## src/rtl/timekeeper_pkg.sv

```systemverilog
// rtl/timekeeper_pkg.sv - mode encodings and width helpers for timekeeper_core
package timekeeper_pkg;

  typedef enum logic [1:0] {
    MODE_COUNTING = 2'd0,
    MODE_SET_MIN  = 2'd1,
    MODE_SET_HR   = 2'd2,
    MODE_CLR_SEC  = 2'd3
  } mode_e;

  localparam int ACCEL_W = 8;

  // Register width for a counter holding 0..modulus-1, never narrower than one bit.
  function automatic int cnt_width(input int modulus);
    return (modulus > 2) ? $clog2(modulus) : 1;
  endfunction

  function automatic int half_of(input int modulus);
    return modulus / 2;
  endfunction

endpackage

```

## src/rtl/mod_counter.sv

```systemverilog
// rtl/mod_counter.sv - modulo-N counter with enable, synchronous clear and wrap flag
// o_wrap is combinational: high on the enabled step that returns the count to zero.
module mod_counter
  import timekeeper_pkg::*;
#(
  parameter int MODULUS = 60,
  parameter int WIDTH   = cnt_width(MODULUS)
) (
  input  logic             i_clk,
  input  logic             i_reset_n,
  input  logic             i_en,
  input  logic             i_clr,
  output logic [WIDTH-1:0] o_count,
  output logic             o_wrap
);

  localparam logic [WIDTH-1:0] LAST = WIDTH'(MODULUS - 1);

  logic [WIDTH-1:0] count_q;
  logic [WIDTH-1:0] count_d;

  always_comb begin
    o_wrap  = i_en && (count_q == LAST);
    count_d = count_q;
    if (i_clr) begin
      count_d = '0;
    end else if (i_en) begin
      count_d = o_wrap ? '0 : count_q + 1'b1;
    end
  end

  always_ff @(posedge i_clk or negedge i_reset_n) begin
    if (!i_reset_n) begin
      count_q <= '0;
    end else begin
      count_q <= count_d;
    end
  end

  assign o_count = count_q;

endmodule

```

## src/rtl/timekeeper_core.sv

```systemverilog
// rtl/timekeeper_core.sv - h:m:s timekeeper with set acceleration, 12/24 h output, day pulse
// Optional alarm comparator built only when TIMEKEEPER_ALARM_EN is defined.
module timekeeper_core
  import timekeeper_pkg::*;
#(
  parameter int SECS_PER_MIN  = 60,
  parameter int MINS_PER_HOUR = 60,
  parameter int HOURS_PER_DAY = 24,
  parameter int ACCEL_COUNT   = 4
) (
  input  logic                                   i_clk,
  input  logic                                   i_reset_n,
  input  logic                                   i_1hz_stb,
  input  logic                                   i_slow_set_stb,
  input  logic                                   i_fast_set_stb,
  input  logic [1:0]                             i_mode,
  input  logic                                   i_fmt_12h,
  output logic [cnt_width(SECS_PER_MIN)-1:0]     o_seconds,
  output logic [cnt_width(MINS_PER_HOUR)-1:0]    o_minutes,
  output logic [cnt_width(HOURS_PER_DAY)-1:0]    o_hours,
  output logic                                   o_pm,
  output logic                                   o_clk_stb,
  output logic                                   o_day_stb
`ifdef TIMEKEEPER_ALARM_EN
  ,
  input  logic                                   i_alarm_arm,
  input  logic [cnt_width(HOURS_PER_DAY)-1:0]    i_alarm_hours,
  input  logic [cnt_width(MINS_PER_HOUR)-1:0]    i_alarm_minutes,
  input  logic                                   i_alarm_clr,
  output logic                                   o_alarm
`endif
);

  localparam int SW = cnt_width(SECS_PER_MIN);
  localparam int MW = cnt_width(MINS_PER_HOUR);
  localparam int HW = cnt_width(HOURS_PER_DAY);
  localparam logic [HW-1:0]      H2_V      = HW'(half_of(HOURS_PER_DAY));
  localparam logic [ACCEL_W-1:0] ACCEL_MAX = ACCEL_W'(ACCEL_COUNT);

  mode_e              mode;
  mode_e              mode_q;
  logic [ACCEL_W-1:0] accel_q;
  logic [ACCEL_W-1:0] accel_d;
  logic [ACCEL_W-1:0] accel_eff;
  logic               clk_stb_q;
  logic               clk_stb_d;
  logic               day_stb_q;
  logic               day_stb_d;
  logic               mode_chg;
  logic               set_mode;
  logic               act_stb;
  logic               counting;
  logic               sec_en;
  logic               sec_clr;
  logic               min_en;
  logic               hr_en;
  logic               sec_wrap;
  logic               min_wrap;
  logic               hr_wrap;
  logic [SW-1:0]      sec_cnt;
  logic [MW-1:0]      min_cnt;
  logic [HW-1:0]      hr_cnt;
  logic [HW-1:0]      hr_mod;

  assign mode = mode_e'(i_mode);

  // A mode change is treated as accel count 0 this cycle, so its first strobe is always slow.
  always_comb begin
    mode_chg  = (mode != mode_q);
    counting  = (mode == MODE_COUNTING);
    set_mode  = (mode == MODE_SET_MIN) || (mode == MODE_SET_HR);
    accel_eff = mode_chg ? '0 : accel_q;
    act_stb   = 1'b0;
    if (counting) begin
      act_stb = i_1hz_stb;
    end else if (set_mode) begin
      act_stb = (accel_eff < ACCEL_MAX) ? i_slow_set_stb : i_fast_set_stb;
    end
    accel_d = '0;
    if (set_mode) begin
      accel_d = (act_stb && (accel_eff < ACCEL_MAX)) ? accel_eff + 1'b1 : accel_eff;
    end
  end

  assign sec_en  = counting && act_stb;
  assign sec_clr = (mode == MODE_CLR_SEC);
  assign min_en  = ((mode == MODE_SET_MIN) && act_stb) || (counting && sec_wrap);
  assign hr_en   = ((mode == MODE_SET_HR) && act_stb) || (counting && min_wrap);

  always_comb begin
    clk_stb_d = sec_en || min_en || hr_en || (sec_clr && (sec_cnt != '0));
    day_stb_d = counting && hr_wrap;
  end

  mod_counter #(.MODULUS(SECS_PER_MIN), .WIDTH(SW)) u_sec (
    .i_clk    (i_clk),
    .i_reset_n(i_reset_n),
    .i_en     (sec_en),
    .i_clr    (sec_clr),
    .o_count  (sec_cnt),
    .o_wrap   (sec_wrap)
  );

  mod_counter #(.MODULUS(MINS_PER_HOUR), .WIDTH(MW)) u_min (
    .i_clk    (i_clk),
    .i_reset_n(i_reset_n),
    .i_en     (min_en),
    .i_clr    (1'b0),
    .o_count  (min_cnt),
    .o_wrap   (min_wrap)
  );

  mod_counter #(.MODULUS(HOURS_PER_DAY), .WIDTH(HW)) u_hr (
    .i_clk    (i_clk),
    .i_reset_n(i_reset_n),
    .i_en     (hr_en),
    .i_clr    (1'b0),
    .o_count  (hr_cnt),
    .o_wrap   (hr_wrap)
  );

  always_ff @(posedge i_clk or negedge i_reset_n) begin
    if (!i_reset_n) begin
      mode_q    <= MODE_COUNTING;
      accel_q   <= '0;
      clk_stb_q <= 1'b0;
      day_stb_q <= 1'b0;
    end else begin
      mode_q    <= mode;
      accel_q   <= accel_d;
      clk_stb_q <= clk_stb_d;
      day_stb_q <= day_stb_d;
    end
  end

  // 12 h display folds the hour into 1..H2, with 0 shown as H2.
  always_comb begin
    hr_mod  = (hr_cnt >= H2_V) ? hr_cnt - H2_V : hr_cnt;
    o_pm    = (hr_cnt >= H2_V);
    o_hours = hr_cnt;
    if (i_fmt_12h) begin
      o_hours = (hr_mod == '0) ? H2_V : hr_mod;
    end
  end

  assign o_seconds = sec_cnt;
  assign o_minutes = min_cnt;
  assign o_clk_stb = clk_stb_q;
  assign o_day_stb = day_stb_q;

`ifdef TIMEKEEPER_ALARM_EN
  logic          alarm_q;
  logic          alarm_d;
  logic          alarm_hit;
  logic [MW-1:0] min_next;
  logic [HW-1:0] hr_next;

  // Match against the post-strobe time: a seconds wrap lands exactly on hh:mm:00.
  always_comb begin
    min_next  = min_wrap ? '0 : min_cnt + 1'b1;
    hr_next   = hr_wrap ? '0 : (min_wrap ? hr_cnt + 1'b1 : hr_cnt);
    alarm_hit = sec_en && sec_wrap && i_alarm_arm &&
                (min_next == i_alarm_minutes) && (hr_next == i_alarm_hours);
    alarm_d   = alarm_q;
    if (alarm_hit) begin
      alarm_d = 1'b1;
    end
    if (i_alarm_clr || !i_alarm_arm) begin
      alarm_d = 1'b0;
    end
  end

  always_ff @(posedge i_clk or negedge i_reset_n) begin
    if (!i_reset_n) begin
      alarm_q <= 1'b0;
    end else begin
      alarm_q <= alarm_d;
    end
  end

  assign o_alarm = alarm_q;
`endif

endmodule

```

## config.mk

```make
export PLATFORM = sky130hd
export DESIGN_NAME = timekeeper_core
export DESIGN_NICKNAME = d
export VERILOG_FILES = /design/src/rtl/timekeeper_pkg.sv /design/src/rtl/mod_counter.sv /design/src/rtl/timekeeper_core.sv
export SDC_FILE = /design/constraint.sdc
export NUM_CORES = 1
export LEC_CHECK = 0
export CAP_MARGIN = 25
export CELL_PAD_IN_SITES_DETAIL_PLACEMENT = 0
export CELL_PAD_IN_SITES_GLOBAL_PLACEMENT = 2
export CORE_MARGIN = 2
export CORE_UTILIZATION = 33
export DETAILED_ROUTE_END_ITERATION = 6
export MAX_ROUTING_LAYER = met4
export PLACE_DENSITY_LB_ADDON = 0.1
export SLEW_MARGIN = 25
export SYNTH_ARGS = -nofsm -noshare
export SYNTH_HDL_FRONTEND = slang
export SYNTH_SLANG_ARGS = --single-unit
```

## constraint.sdc

```tcl
create_clock -name i_clk -period 2.3 [get_ports i_clk]
set_clock_uncertainty 0.2 [all_clocks]
set_input_delay 0.23 -clock i_clk [delete_from_list [all_inputs] [get_ports i_clk]]
set_output_delay 0.23 -clock i_clk [all_outputs]
set_load 0.05 [all_outputs]
```

==> results of run 1 <==
[flip-flops by register name (all words and copies together) (netlist names)]
| register | flops |
|---|---|
| accel_q | 8 |
| u_min.o_count | 6 |
| u_sec.o_count | 6 |
| u_hr.o_count | 5 |
| mode_q | 2 |
| o_clk_stb | 1 |
| o_day_stb | 1 |
[power groups by stage]
stage	clock (mW)	combinational (mW)	sequential, mW
2_1_floorplan	0	0.595	0.810
6_report	0.402	1.34	0.719
5_1_grt	0.441	1.44	0.738
4_1_cts	0.417	1.24	0.721
3_3_place_gp	0	1.10	0.707
3_5_place_dp	0	1.12	0.713
[worst max path at each step]
stage | startpoint | end | slack (ps) | depth (start not counted)
2_1_floorplan | u_min.o_count[1] | u_hr.o_count[2] | 1 | 6
3_3_place_gp | i_mode[0] | u_min.o_count[4] | -200 | 8
3_5_place_dp | i_mode[0] | u_min.o_count[0] | -250 | 9
4_1_cts | u_hr.o_count[3] | o_hours[0] | -9 | 8
5_1_grt | u_hr.o_count[2] | o_hours[3] | -70 | 7
6_report | u_hr.o_count[2] | o_hours[0] | 20 | 7
[cell families after synthesis]
kind of cell               count (synthesis)  synth area share (%)
and+or+nand+nor                           74                 23.15
DFF                                       29                 40.19
buffers and inverters                     16                 3.326
AOI/OAI and AO/OA                         47                 20.10
muxes                                      6                 3.465
xor gates and xnor gates                   3                 1.456
adders and majority gates                 12                 8.316
[layer usage]
metal | vias to the layer above | track usage (%) | part of all wire (%)
li1 | 803 | - | -
met1 | 765 | 19.09 | 49
met2 | 23 | 24.57 | 49
met3 | 2 | 3.140 | 2.4
met4 | 0 | 3.333 | 0.35
met5 | - | - | 0
[layout by cell type (no fill, tap or decap), types with 4 or more instances in the layout]
cell	instances
sky130_fd_sc_hd__a21oi_1	10
sky130_fd_sc_hd__and3_1	8
sky130_fd_sc_hd__nand3_1	7
sky130_fd_sc_hd__and2_1	6
sky130_fd_sc_hd__inv_1	11
sky130_fd_sc_hd__dfrtp_2	4
sky130_fd_sc_hd__dfrtp_1	25
sky130_fd_sc_hd__nand2b_1	4
sky130_fd_sc_hd__o21ai_0	8
sky130_fd_sc_hd__nand2_1	13
sky130_fd_sc_hd__buf_6	4
sky130_fd_sc_hd__ha_1	9
sky130_fd_sc_hd__mux2i_1	4
sky130_fd_sc_hd__clkbuf_8	5
sky130_fd_sc_hd__buf_4	32
sky130_fd_sc_hd__nor2_1	10
sky130_fd_sc_hd__clkdlybuf4s50_1	21
[timing repair]
action / CTS / global route
hold buffers: 0 / 0
pin swaps: 4 / 2
resized for setup: 15 / 12
endpoints found under the setup margin: 4 / 10
setup buffers: 3 / 4
[metrics by stage]
| stage | hold slack (ps) | power (mW) | TNS [ps] |
|---|---|---|---|
| after global routing | 180.9 | 2.622 | -245.9 |
| final | 138.0 | 2.460 | 0 |
| after detailed placement | 296.2 | 1.829 | -1865 |
| after global placement | 298.9 | 1.810 | -1512 |
| after CTS | 149.3 | 2.373 | -17.28 |
| after floorplan | -265.6 | 1.405 | 0 |
[cell type report]
class,count,area [µm²]
clock buffers,6,72.57
clock inverters,2,10.01
fillers,480,2585
inverters,12,45.04
multi-input cells,142,1119
flip-flops and latches,29,730.7
well taps,70,87.58
repair buffers,60,555.5
==> results.sh, run 1 <==
export IMPL_run_status="finished, final reports clean"
export IMPL_worst_setup_path_end_kind="output port"
export IMPL_num_nets_final=270
export IMPL_power_density_mw_per_mm2=939.1
export IMPL_clk_insertion_delay_late_ps=270
export IMPL_synthDominantCellAreaShare_pct=40.19
export IMPL_area_growth_syn_to_layout_pct=45.11
export IMPL_final_period_utilization_pct=99.21
export IMPL_post_detailed_route_wirelength_per_cell_um=13.21
export IMPL_regToRegStartpoint="mode_q[1]"
export IMPL_worst_ir_drop_vdd_mv=0.4473
export IMPL_synth_sequential_area_ratio_pct=40.19
export IMPL_pwr_share_comb_pct=54.4
export IMPL_crit_path_cell_trace="ha_4 -> nand2b_4 -> a21oi_4 -> o21ai_2 -> or2_4 -> and2_4 -> buf_6"
export IMPL_internal_portion_of_total_power_mw=1.422
export IMPL_setup_worst_path_class="reg -> out"
export IMPL_yosysWarningCount=0
export IMPL_clk_path_buf_depth=2
export IMPL_ant_nets=0
export IMPL_hpwlAfterDp_um=3175
export IMPL_timing_final_setup_violations=0
export IMPL_totalWireLength_um=4241
export IMPL_path_buf_inv=1
export IMPL_grt_pass1_vias=1576
export IMPL_dpl_worst_slack_ps=-248.7
export IMPL_fp_dieArea_mm2=0.006079
export IMPL_number_of_instances_in_the_synthesized_netlist=187
export IMPL_post_layout_cell_count=321
export IMPL_timing_critical_path_max_delay_family="simple AND/OR/NAND/NOR gates"
export IMPL_relative_contribution_of_the_clock_network_to_total_power_pct=16.3
export IMPL_placed_cell_area_mm2=0.002372
export IMPL_worstPathRequired_ps=1870
export IMPL_report_final_hold_viol_count=0
export IMPL_grt_pass1_wl_um=7169
export IMPL_critPathMaxFanout=5
export IMPL_clock_tree_root_cell="sky130_fd_sc_hd__clkbuf_8"
export IMPL_placementRows=26
export IMPL_power_switching_share_pct=42.20
export IMPL_io_pins=28
export IMPL_drc=0
export IMPL_p_switching_mw=1.038
export IMPL_grt_max_degree=30
export IMPL_cts_reportedPaths_clkPinSlew_ps=60
export IMPL_synth_top_cells_by_area="sky130_fd_sc_hd__dfrtp_1 (40%), sky130_fd_sc_hd__ha_1 (8.3%), sky130_fd_sc_hd__a21oi_1 (3.0%)"
export IMPL_via_count=1593
export IMPL_place_inst=306
export IMPL_synth_area_mm2=0.001805
export IMPL_fraction_of_layout_cells_with_a_size_suffix_above_1_pct=33.07
export IMPL_avgViaCountPerCell=4.963
export IMPL_stdcell_area_mm2=0.002620
export IMPL_timing_critical_path_arrival_ps=1850
export IMPL_antenna_found_initial=0
export IMPL_synth_edff_count=0
export IMPL_synth_lib_cells_used_distinct=47
export IMPL_postLayoutSetupSlackWorst_ps=18.16
export IMPL_detail_route_iter0_violations=42
export IMPL_max_clock_freq_ghz=0.4382
export IMPL_period_minus_slack_ps=2282
export IMPL_r2r_worst_path_cells=6
export IMPL_drtPass1Iterations=4
export IMPL_final_core_utilization_pct=50.34
export IMPL_cts_inserted_buffers=5
export IMPL_yosysTopAreaCell="sky130_fd_sc_hd__dfrtp_1"
export IMPL_cts_tree="yes"
export IMPL_critical_path_max_stage_delay_ps=460
export IMPL_slew_limit_headroom_pct=66.48
export IMPL_cap_violations=0
export IMPL_h_tree_depth=2
export IMPL_yosys_cell_count_top_type="sky130_fd_sc_hd__dfrtp_1"
export IMPL_sequential_fraction_of_design_power_pct=29.2
export IMPL_coreArea_mm2=0.005205
export IMPL_grt_setup_unrepaired="yes"
export IMPL_gp_congestion=0.8332
export IMPL_globalRouteOverflowTotal=0
export IMPL_power_leakage_nw=1.170
export IMPL_ys_async_sr_fraction_pct=100.0
export IMPL_postSynth_topFlopCell="sky130_fd_sc_hd__dfrtp_1"
export IMPL_chipHeight_um=77.97
export IMPL_dieWidth_um=77.97
export IMPL_cts_sinks=29
export IMPL_num_antenna_cells=0
export IMPL_initial_core_util_pct=34.69
export IMPL_mappedNetlistNets=207
export IMPL_globalRouteTotalUtil_pct=14.97
export IMPL_crit_slowest_cell="sky130_fd_sc_hd__dfrtp_2"
export IMPL_timing_reg2reg_setup_slack_ps=230
export IMPL_slew_violations=0
export IMPL_worst_pin_slew_ps=501.3
export IMPL_synth_seq_cells=29
export IMPL_postSynthAreaPerCell_um2=9.655
export IMPL_critical_path_reg2reg_endpoint="u_hr.o_count[2]"
export IMPL_hold_path_class="in -> async"
export IMPL_synth_cells_most_frequent="sky130_fd_sc_hd__dfrtp_1 (29), sky130_fd_sc_hd__nand2_1 (14), sky130_fd_sc_hd__ha_1 (12), sky130_fd_sc_hd__inv_1 (12)"
export IMPL_io_buffer_count=27
export IMPL_timing_critical_path_from_type="flip-flop"
Note: power is estimated with default switching activity, not from simulation.
==> run 2: changes to the inputs <==
Settings changed: SKIP_LAST_GASP from default to 1.
==> run 2 against run 1 <==
Compared with the run above:
- maximum frequency decreased by 0.42%
- wire length decreased by 0.24%
- clock-buffer cell count unchanged
- global-route usage unchanged
==> results.sh, run 2 (synthesis results as in run 1) <==
export IMPL_fraction_of_layout_cells_with_a_size_suffix_above_1_pct=32.27
export IMPL_chipHeight_um=77.97
export IMPL_power_total_mw=2.451
export IMPL_grt_max_degree=30
export IMPL_antenna_found_initial=0
export IMPL_dpl_worst_slack_ps=-248.7
export IMPL_seqCellArea_um2=730.7
export IMPL_placementRows=26
export IMPL_hold_path_class="in -> async"
export IMPL_io_pins=28
export IMPL_detail_route_iter0_violations=36
export IMPL_cap_violations=0
export IMPL_initial_core_util_pct=34.69
export IMPL_timing_critical_path_arrival_ps=1860
export IMPL_largest_register_ff_count=8
export IMPL_registers_top_by_ff_count="accel_q"
export IMPL_dieWidth_um=77.97
export IMPL_num_nets_final=270
export IMPL_slew_limit_headroom_pct=66.48
export IMPL_avgViaCountPerCell=4.950
export IMPL_timing_critical_path_from_type="flip-flop"
export IMPL_clock_tree_root_cell="sky130_fd_sc_hd__clkbuf_8"
export IMPL_final_period_utilization_pct=99.63
export IMPL_crit_slowest_cell="sky130_fd_sc_hd__dfrtp_2"
export IMPL_multi_input_area_mm2=0.001114
export IMPL_grt_pass1_wl_um=7169
export IMPL_power_leakage_nw=1.167
export IMPL_report_final_hold_viol_count=0
export IMPL_num_antenna_cells=0
export IMPL_totalWireLength_um=4231
export IMPL_cts_sinks=29
export IMPL_io_buffer_count=27
export IMPL_final_hold_worst_slack_ps=138.1
export IMPL_hpwlAfterDp_um=3175
export IMPL_max_clock_freq_ghz=0.4364
export IMPL_h_tree_depth=2
export IMPL_cts_inserted_buffers=5
export IMPL_slew_violations=0
export IMPL_globalRouteOverflowTotal=0
export IMPL_period_minus_slack_ps=2292
export IMPL_fp_dieArea_mm2=0.006079
export IMPL_coreArea_mm2=0.005205
export IMPL_most_common_layout_cells="sky130_fd_sc_hd__buf_4 (32), sky130_fd_sc_hd__dfrtp_1 (25), sky130_fd_sc_hd__clkdlybuf4s50_1 (21)"
export IMPL_postLayoutSetupSlackWorst_ps=8.442
export IMPL_cts_reportedPaths_clkPinSlew_ps=60
export IMPL_via_count=1589
export IMPL_path_buf_inv=1
export IMPL_grt_pass1_vias=1576
export IMPL_worstPathRequired_ps=1870
export IMPL_globalRouteTotalUtil_pct=14.97
export IMPL_timing_final_setup_violations=0
export IMPL_clk_path_buf_depth=2
export IMPL_grt_setup_unrepaired="yes"
export IMPL_cts_tree="yes"
export IMPL_final_core_utilization_pct=50.24
export IMPL_area_growth_syn_to_layout_pct=44.84
export IMPL_worst_pin_slew_ps=501.3
export IMPL_worst_setup_path_end_kind="output port"
export IMPL_fill_cells=483
export IMPL_timing_critical_path_max_delay_family="simple AND/OR/NAND/NOR gates"
export IMPL_drc=0
export IMPL_critical_path_max_stage_delay_ps=460
export IMPL_power_density_mw_per_mm2=937.4
export IMPL_setup_worst_path_class="reg -> out"
export IMPL_ant_nets=0
export IMPL_run_status="finished, final reports clean"
export IMPL_crit_path_cell_trace="ha_4 -> nand2b_4 -> a21oi_4 -> o21ai_2 -> or2_4 -> and2_1 -> buf_6"
export IMPL_worst_ir_drop_vdd_mv=0.4473
export IMPL_layout_cells_most_common="sky130_fd_sc_hd__buf_4"
export IMPL_gp_congestion=0.8332
export IMPL_post_detailed_route_wirelength_per_cell_um=13.18
export IMPL_critPathMaxFanout=5
export IMPL_drtPass1Iterations=4
export IMPL_clk_insertion_delay_late_ps=270
[run 2: cell counts in the layout (fill, tap and decap cells not counted)]
No cell type changed its count.
[run 2: layer usage]
metal / vias up / track usage [%] / share of wire (%)
met3: 2 / 3.140 / 2.3
met1: 762 / 19.09 / 49
li1: 804 / - / -
met2: 21 / 24.57 / 48
met4: 0 / 3.333 / 0.35
met5: - / - / 0
[run 2: worst paths after layout]
path                                   from          endpoint  slack (ps)  cells past startpoint
min reg2reg                      accel_q[3]        accel_q[3]         310                      1
max reg2reg                u_sec.o_count[0]   u_hr.o_count[2]         220                      6
max in group asynchronous         i_reset_n   u_hr.o_count[4]        1470                      2
min in group i_clk               accel_q[3]        accel_q[3]         310                      1
min                               i_reset_n  u_min.o_count[3]         140                      2
max                         u_hr.o_count[2]        o_hours[0]           8                      7
[run 2: through the flow]
stage,TNS [ps],area [µm²],cells
after global routing,-323.3,2615,321
after CTS,-17.28,2536,317
after floorplan,0,1812,187
after global placement,-1512,2372,306
after detailed placement,-1865,2372,306
final,0,2615,321
[run 2: repair_timing]
item / in CTS / in global routing
buffers inserted: 3 / 4
setup endpoints to repair: 4 / 10
gates resized for setup: 15 / 10
pin swaps: 4 / 1
hold buffers: 0 / 0
[run 2: power breakdown]
part / leakage, nW / internal [mW] / switching, mW
Combinational: 0.744 / 0.611 / 0.720
Sequential: 0.379 / 0.593 / 0.125
Clock: 0.0450 / 0.209 / 0.193
Total: 1.17 / 1.41 / 1.04
[run 2: layout make-up]
cell class,instances,share of cell area (%)
Timing Repair Buffer,60,21.24
Tap cell,70,3.349
Sequential cell,29,27.94
Clock inverter,2,0.3828
Inverter,12,1.722
Multi-Input combinational cell,142,42.58
Clock buffer,6,2.775
